==> src/rtl/gold_pkg.sv <==
// Shared constants and types for the gold-code beacon synchronizer.
package gold_pkg;
  localparam int GOLD_LEN = 63;
  localparam logic [GOLD_LEN-1:0] GOLD_DEFAULT =
    63'b000001000011000101001111010001110010010110111011001101010111111;

  typedef enum logic {SEARCH = 1'b0, LOCK = 1'b1} state_e;
  typedef logic [5:0] cnt_t;
endpackage

==> src/rtl/gold_popcount63.sv <==
// Combinational popcount of a 63-bit vector; the caller registers the result.
module gold_popcount63 import gold_pkg::*; (
  input  logic [GOLD_LEN-1:0] vec_i,
  output cnt_t                cnt_o
);
  always_comb begin
    cnt_o = '0;
    for (int i = 0; i < GOLD_LEN; i++) cnt_o = cnt_o + cnt_t'(vec_i[i]);
  end
endmodule

==> src/rtl/gold_sync.sv <==
// Gold-code beacon synchronizer: sliding-correlation acquisition, then chip tracking.
// Optional GOLD_SYNC_INVERT_EN also acquires and tracks the inverted code.
module gold_sync import gold_pkg::*; #(
  parameter int unsigned          CLK_DIV    = 8,
  parameter logic [GOLD_LEN-1:0]  GOLD       = GOLD_DEFAULT,
  parameter int unsigned          ACQ_THRESH = 58,
  parameter int unsigned          LOSS_ERR   = 8
)(
  input  logic       clk,
  input  logic       reset,
  input  logic       in_bit,
  output logic       chip_strobe,
  output logic       locked,
  output logic       frame_start,
  output logic [5:0] corr_peak,
  output logic [5:0] err_count,
  output logic       polarity
);
  localparam int   DW     = $clog2(CLK_DIV);
  localparam cnt_t ACQ_T  = cnt_t'(ACQ_THRESH);
  localparam cnt_t LOSS_T = cnt_t'(LOSS_ERR);
  localparam cnt_t LEN_C  = cnt_t'(GOLD_LEN);
  localparam cnt_t LAST_C = cnt_t'(GOLD_LEN - 1);
`ifdef GOLD_SYNC_INVERT_EN
  localparam cnt_t INV_T  = cnt_t'(GOLD_LEN - ACQ_THRESH);
`endif

  logic                s_q;
  logic [DW-1:0]       div_q, div_d;
  logic [GOLD_LEN-1:0] sr_q, sr_d;
  state_e              state_q, state_d;
  cnt_t                match_q, match_d, pop;
  logic [1:0]          vld_pipe_q, vld_pipe_d;
  cnt_t                search_cnt_q, search_cnt_d;
  cnt_t                chip_idx_q, chip_idx_d;
  cnt_t                err_acc_q, err_acc_d, err_tot;
  logic                locked_q, locked_d, frame_start_q, frame_start_d;
  cnt_t                corr_peak_q, corr_peak_d, err_count_q, err_count_d;
  logic                polarity_q, polarity_d;
  logic                stb, acq_true, acq_inv, mism;

  gold_popcount63 u_pop (.vec_i(~(sr_q ^ GOLD)), .cnt_o(pop));

  assign stb         = (div_q == DW'(CLK_DIV - 1));
  assign acq_true    = (match_q >= ACQ_T);
`ifdef GOLD_SYNC_INVERT_EN
  assign acq_inv     = (match_q <= INV_T);
`else
  assign acq_inv     = 1'b0;
`endif
  // sr[62] is the chip shifted in by the strobe one cycle earlier.
  assign mism        = sr_q[GOLD_LEN-1] ^ GOLD[chip_idx_q] ^ polarity_q;
  assign err_tot     = err_acc_q + cnt_t'(mism);

  always_comb begin
    div_d         = stb ? '0 : div_q + 1'b1;
    sr_d          = stb ? {s_q, sr_q[GOLD_LEN-1:1]} : sr_q;
    match_d       = vld_pipe_q[0] ? pop : match_q;
    vld_pipe_d    = {vld_pipe_q[0] && (state_q == SEARCH), stb};
    state_d       = state_q;
    search_cnt_d  = search_cnt_q;
    chip_idx_d    = chip_idx_q;
    err_acc_d     = err_acc_q;
    locked_d      = locked_q;
    frame_start_d = 1'b0;
    corr_peak_d   = corr_peak_q;
    err_count_d   = err_count_q;
    polarity_d    = polarity_q;
    unique case (state_q)
      SEARCH: if (vld_pipe_q[1]) begin
        if (acq_true || acq_inv) begin
          state_d      = LOCK;
          locked_d     = 1'b1;
          corr_peak_d  = acq_inv ? LEN_C - match_q : match_q;
          polarity_d   = acq_inv;
          chip_idx_d   = '0;
          err_acc_d    = '0;
          search_cnt_d = '0;
        end else if (search_cnt_q == LAST_C) begin
          // Phase slip: stretch this chip by one clock to move the sample point.
          search_cnt_d = '0;
          div_d        = div_q;
        end else begin
          search_cnt_d = search_cnt_q + 1'b1;
        end
      end
      LOCK: if (vld_pipe_q[0]) begin
        if (chip_idx_q == LAST_C) begin
          frame_start_d = 1'b1;
          err_count_d   = err_tot;
          err_acc_d     = '0;
          chip_idx_d    = '0;
          if (err_tot > LOSS_T) begin
            state_d      = SEARCH;
            locked_d     = 1'b0;
            sr_d         = '0;
            search_cnt_d = '0;
          end
        end else begin
          err_acc_d  = err_tot;
          chip_idx_d = chip_idx_q + 1'b1;
        end
      end
    endcase
  end

  always_ff @(posedge clk) begin
    if (reset) begin
      s_q           <= 1'b0;
      div_q         <= '0;
      sr_q          <= '0;
      state_q       <= SEARCH;
      match_q       <= '0;
      vld_pipe_q    <= '0;
      search_cnt_q  <= '0;
      chip_idx_q    <= '0;
      err_acc_q     <= '0;
      locked_q      <= 1'b0;
      frame_start_q <= 1'b0;
      corr_peak_q   <= '0;
      err_count_q   <= '0;
      polarity_q    <= 1'b0;
    end else begin
      s_q           <= in_bit;
      div_q         <= div_d;
      sr_q          <= sr_d;
      state_q       <= state_d;
      match_q       <= match_d;
      vld_pipe_q    <= vld_pipe_d;
      search_cnt_q  <= search_cnt_d;
      chip_idx_q    <= chip_idx_d;
      err_acc_q     <= err_acc_d;
      locked_q      <= locked_d;
      frame_start_q <= frame_start_d;
      corr_peak_q   <= corr_peak_d;
      err_count_q   <= err_count_d;
      polarity_q    <= polarity_d;
    end
  end

  assign chip_strobe = vld_pipe_q[0];
  assign locked      = locked_q;
  assign frame_start = frame_start_q;
  assign corr_peak   = corr_peak_q;
  assign err_count   = err_count_q;
  assign polarity    = polarity_q;
endmodule

==> config.mk <==
export PLATFORM = sky130hd
export DESIGN_NAME = gold_sync
export DESIGN_NICKNAME = d
export VERILOG_FILES = /design/src/rtl/gold_pkg.sv /design/src/rtl/gold_popcount63.sv /design/src/rtl/gold_sync.sv
export SDC_FILE = /design/constraint.sdc
export NUM_CORES = 1
export LEC_CHECK = 0
export ABC_CLOCK_PERIOD_IN_PS = 7340
export CAP_MARGIN = 10
export CORE_UTILIZATION = 48
export CTS_BUF_LIST = sky130_fd_sc_hd__clkbuf_4 sky130_fd_sc_hd__clkbuf_8
export CTS_CLUSTER_DIAMETER = 100
export DETAILED_ROUTE_END_ITERATION = 16
export PLACE_DENSITY = 0.76
export SLEW_MARGIN = 20
export SYNTH_ARGS = -nofsm -noshare
export SYNTH_HDL_FRONTEND = slang
export SYNTH_HIERARCHICAL = 1
export SYNTH_SLANG_ARGS = --single-unit
==> constraint.sdc <==
create_clock -name clk -period 7.34 [get_ports clk]
set_clock_uncertainty 0.05 [all_clocks]
set_input_delay 1.101 -clock clk [delete_from_list [all_inputs] [get_ports clk]]
set_output_delay 1.101 -clock clk [all_outputs]
set_load 0.05 [all_outputs]
==> results.yml <==
timing:
  slew_headroom: 0.294
  setup_ws_ns: 1.23
  tightest_slew_ns: 1.05
  fmax_mhz: 164
  setup_tns_ns: 0
  timing.hold.ws_ns: 0.414
  setup_viol: 0
  fin_crit_ns: 6.11
  hold_viol_final: 0
  rsz0062_at_grt: "no"
  drv_slew: 0
  fin_crit_sh: 0.832
logic_synthesis:
  syn_nets: 758
  ys_seq_area_frac: 0.345
  synth_ff_type: "dfxtp_1"
  synth_cell_type_count: 56
  yosys.area.top_type: "dfxtp_1"
  ys_ff_latch: 109
  synth_top_area_frac: 0.345
  syn_area_um2: 6330
  synth_cells: 676
  ys_top_cells_by_area: "dfxtp_1 34%, fa_1 17%, mux2i_1 12%"
  synth_edf_count: 0
  async_flop_share: 0
  ys.warnings.count: 6
  syn_avg_cell_area_um2: 9.37
drt:
  drt-pass1-iter-count: 5
  viasPerCell: 4.96
  wl_per_cell_um: 12.9
  wirelength_um: 11100
  vias: 4253
  drc: 0
  first_iter_violations: 245
  drtAntennaViolNets: 0
floorplan:
  initial_utilization: 0.498
  dieHeight_um: 117
  dieArea_um2: 13700
  die_x_um: 117
  core_um2: 12700
  rows: 41
  io_pins: 19
job:
  maxCapViolations: 0
critical_path:
  cp-start-kind: "register"
  worstSetupPathType: "register to register"
  crit_arrival_ns: 6.30
  cp_max_fo: 3
  endpoint_kind: "register"
  required_ns: 7.54
power:
  p_switching_mw: 0.223
  pwr-share-comb: 0.024
  leakagePower_nw: 2.77
  vdd_drop_max_mv: 0.109
  p_clk_frac: 0.379
  intPower_mw: 0.776
  power_frac_seq: 0.597
  power_density_nw_per_um2: 146
  p_sw_frac: 0.223
clock_tree:
  hold_buffers: 0
  h-tree-depth: 3
  cts_root_buffer: "clkbuf_8"
  insertion_delay_ns: 0.38
  cts_buffer_depth: 2
  cts_tree: "built"
  cts_resized: 0
  cts_buffers: 9
  path_clk_slew_ns: 0.10
  clock-sinks: 109
  cts_setup_buffers: 0
hold_path:
  hold_path.class: "register to register"
grt:
  grt_antenna_before_repair: 0
  grt_max_degree: 67
  grt_first_pass_wirelength_um: 19600
  overflow: 0
  grt_pass1_vias: 4278
  grt_use_total: 0.184
place:
  dp_slack_ns: 1.25
  port_buffers: 17
  hpwl_um: 8350
  placed_area_um2: 6600
  gp_congestion: 0.865
final_layout:
  syn_to_final_growth_pct: 7.96
  drive_gt1_frac: 0.0583
  finalNetCount: 763
  antenna_cells: 0
  final_core_util: 0.537
  seqCellArea_um2: 2180
  fillers: 1154
  multi_input_area_um2: 3530
  stdcell_area_um2: 6840
run_status:
  status: "finished, final reports clean"
-- cell usage after synthesis, drive strengths merged (12+ instances only) --
library cell	number
nand2	24
ha	26
nor2	118
dfxtp	109
fa	53
mux2i	78
buf	15
inv	136
o21ai	13
a21oi	15
nand3	12
-- power by group through the flow --
stage	logic, mW	clock network (mW)	registers (mW)
after detailed placement	0.0238	0	0.610
final	0.0240	0.378	0.596
after floorplan	0.0206	0	0.609
after global placement	0.0231	0	0.610
after global routing	0.0267	0.415	0.597
after CTS	0.0239	0.389	0.596
-- worst max-delay path: stages (launching register included) --
cell and delay, ns:
dfxtp_1 0.33, inv_1 0.05, inv_1 0.05, fa_1 0.54, inv_1 0.06, fa_1 0.54
inv_1 0.06, fa_1 0.51, inv_1 0.05, fa_1 0.48, inv_1 0.05, fa_1 0.36
inv_1 0.08, fa_1 0.44, fa_1 0.54, inv_1 0.05, fa_1 0.53, inv_1 0.07
ha_1 0.29, nor2b_1 0.15, o311ai_0 0.34, o211ai_1 0.15, mux2i_1 0.17, nor2_1 0.06
-- final cells by class --
| type | count | share of cell area |
|---|---|---|
| multi-input cells | 407 | 0.517 |
| well taps | 172 | 0.0315 |
| repair buffers | 18 | 0.0271 |
| inverters | 136 | 0.0747 |
| flip-flops and latches | 109 | 0.319 |
| clock inverters | 5 | 0.00952 |
| clock buffers | 11 | 0.0212 |
-- cell usage in the layout, fill, tap and decap left out, drive strengths merged, types with 3 or more instances in the layout --
cell type / count
a211oi: 3
a22oi: 3
fa: 53
or3: 4
nand3: 12
xor2: 9
o21ai: 13
clkdlybuf4s50: 16
and2: 3
nor2: 118
xnor2: 3
mux2i: 78
nand2: 24
nor2b: 5
nor3: 7
ha: 26
inv: 138
dfxtp: 109
a21oi: 15
clkbuf: 11
-- per-stage QoR --
stage	std cells	power, mW
after floorplan	676	0.630
after global placement	841	0.633
after detailed placement	841	0.634
after CTS	857	1.01
after global routing	858	1.04
final	858	0.999
-- cell families (layout without fill, tap and decap cells) --
logic type / count (synthesis) / count (layout) / share of synthesized area
AOI/OAI and AO/OA: 54 / 54 / 0.0606
xor gates and xnor gates: 12 / 12 / 0.0166
adders and majority gates: 79 / 79 / 0.219
buffers and inverters: 160 / 170 / 0.100
DFF: 109 / 109 / 0.345
muxes: 78 / 78 / 0.123
other: 1 / 1 / 0.000592
and+or+nand+nor: 183 / 183 / 0.135
-- metal layers --
layer / global-route usage / wire length (um) / vias up
li1: - / - / 2113
met1: 0.237 / 5020 / 2061
met2: 0.308 / 5510 / 69
met3: 0.0391 / 374 / 10
met4: 0.0650 / 148 / 0
met5: 0 / 0 / -
-- sequential cells by signal, indices dropped and copies added (netlist names), named ones only --
name,count
err_acc_q,6
s_q,1
locked,1
div_q,3
vld_pipe_q,2
match_q,6
frame_start,1
sr_q,63
search_cnt_q,6
err_count,6
corr_peak,6
chip_idx_q,6
state_q,1
-- path summary, 6_finish.rpt --
path | startpoint | to | slack [ns] | depth (start not counted)
max reg2reg | sr_q[35] | match_q[5] | 1.23 | 23
min | err_count[5] | err_count[5] | 0.41 | 2
min reg2reg | err_count[5] | err_count[5] | 0.41 | 2
max | sr_q[35] | match_q[5] | 1.23 | 23
Power figures use the tool's default switching activity.
==> edit, RTL diff (same settings) <==
Register the output `err_count` once more, cleared by the reset; this adds one clock of latency there. The other outputs are not delayed to match.
--- a/src/rtl/gold_sync.sv
+++ b/src/rtl/gold_sync.sv
@@ -144,3 +144,9 @@
   assign corr_peak   = corr_peak_q;
-  assign err_count   = err_count_q;
+  always_ff @(posedge clk) begin
+    if (reset) begin
+      err_count <= '0;
+    end else begin
+      err_count <= err_count_q;
+    end
+  end
   assign polarity    = polarity_q;
Formal check against the unedited RTL: no difference found for any inputs over 4 cycles, from zero or initial values and one cycle with reset high; that may be too few to reach the edited logic, so the function may still have changed.
==> edit against the original RTL <==
- count of clock-buffer cells in the layout up 9
- routed wire length up 1.6%
- synthesized area up 1.6%
- design area up 4.2%
- sequential cell count up 6
- worst setup slack better by 0.075 ns
- critical endpoint is now match_q[4]
- total power up 25%
- die area up 1.6%
- non-clock buffer count up 1
==> edit: results (changes against the original RTL) <==
\begin{tabular}{lr}
\hline
Metric & Value \\
\hline
\multicolumn{2}{l}{\textbf{Power}} \\
\quad Maximum ir drop on the vdd rail & 0.191 mV (+75\%) \\
\quad Leakage & 2.92 nW (+5.4\%) \\
\quad Switch Pwr & 0.000264 W (+19\%) \\
\multicolumn{2}{l}{\textbf{Placed design}} \\
\quad Cell area after placement & 6690 sq um (+1.3\%) \\
\quad Count of placed standard cells including taps & 837 (-0.48\%) \\
\multicolumn{2}{l}{\textbf{STA}} \\
\quad Worst Tran Pin Value & 1.05 ns (-0.00699 ns) \\
\quad Minimum setup slack in the final design & 1.31 ns (+0.0750 ns) \\
\multicolumn{2}{l}{\textbf{Clock tree}} \\
\quad Number of H-tree levels & 4 (+1) \\
\quad Clock-pin slew on the worst setup and hold paths & 0.07 ns (-0.03 ns) \\
\quad Number of buffers created by CTS & 17 (+8) \\
\quad TritonCTS sink count & 115 (+5.5\%) \\
\multicolumn{2}{l}{\textbf{Hold path}} \\
\quad Launch point of the worst hold path & err\_count\_q[2] \\
\multicolumn{2}{l}{\textbf{Detailed routing}} \\
\quad Average wire length per cell after detail routing & 12.9 microns (+0.32\%) \\
\multicolumn{2}{l}{\textbf{Yosys}} \\
\quad Top cell types by occurrence after synthesis & sky130\_fd\_sc\_hd\_\_inv\_1 (138), sky130\_fd\_sc\_hd\_\_dfxtp\_1 (115), sky130\_fd\_sc\_hd\_\_nor2\_1 (108) \\
\quad Mux share of post-synthesis cell area & 11.8\% (-0.51 points) \\
\quad Top cells by area in the synthesized netlist & sky130\_fd\_sc\_hd\_\_dfxtp\_1 (36\%), sky130\_fd\_sc\_hd\_\_fa\_1 (16\%), sky130\_fd\_sc\_hd\_\_mux2i\_1 (12\%) \\
\quad Xor and xnor area share after synthesis & 1.50\% (-0.16 points) \\
\quad Compound-Gate Fraction of Synth Area & 6.14\% (+0.078 points) \\
\multicolumn{2}{l}{\textbf{Setup path}} \\
\quad Signal arrival time at the worst endpoint & 6.29 ns (about the same) \\
\quad Critical R2R Capture & match\_q[4] \\
\quad Cells on worst reg2reg path & 22 (-4.3\%) \\
\multicolumn{2}{l}{\textbf{Finish}} \\
\quad Final Non-Filler Cells & 869 (+1.3\%) \\
\multicolumn{2}{l}{\textbf{Outcome}} \\
\quad Outcome & finished, final reports clean \\
\multicolumn{2}{l}{\textbf{Global route}} \\
\quad Via count of the first global-routing pass & 4440 (+3.8\%) \\
\quad Global-route wire length before repair & 20100 microns (+2.6\%) \\
\hline
\end{tabular}
==> edit: cell type report <==
class	count	area, sq um	area share (%)
flip-flops and latches	115	2300	32.3
inverters	138	518	7.27
repair buffers	19	205	2.88
multi-input cells	394	3480	48.8
clock inverters	11	135	1.90
clock buffers	20	269	3.78
well taps	172	215	3.02
==> edit: power by group through the flow <==
stage                     Clock, W  Combinational, W  Sequential (W)
after floorplan                  0         0.0000200        0.000641
after CTS                 0.000614         0.0000221        0.000627
after global placement           0         0.0000204        0.000641
after detailed placement         0         0.0000220        0.000641
after global routing      0.000640         0.0000243        0.000627
final                     0.000599         0.0000221        0.000627
==> edit: per-layer routing <==
layer,up-vias,global-route usage [%],part of all wire [%]
met5,-,0,0
met4,0,8.09,1.9
met3,17,5.04,3.0
met2,71,30.1,49
met1,2085,22.0,46
li1,2129,-,-
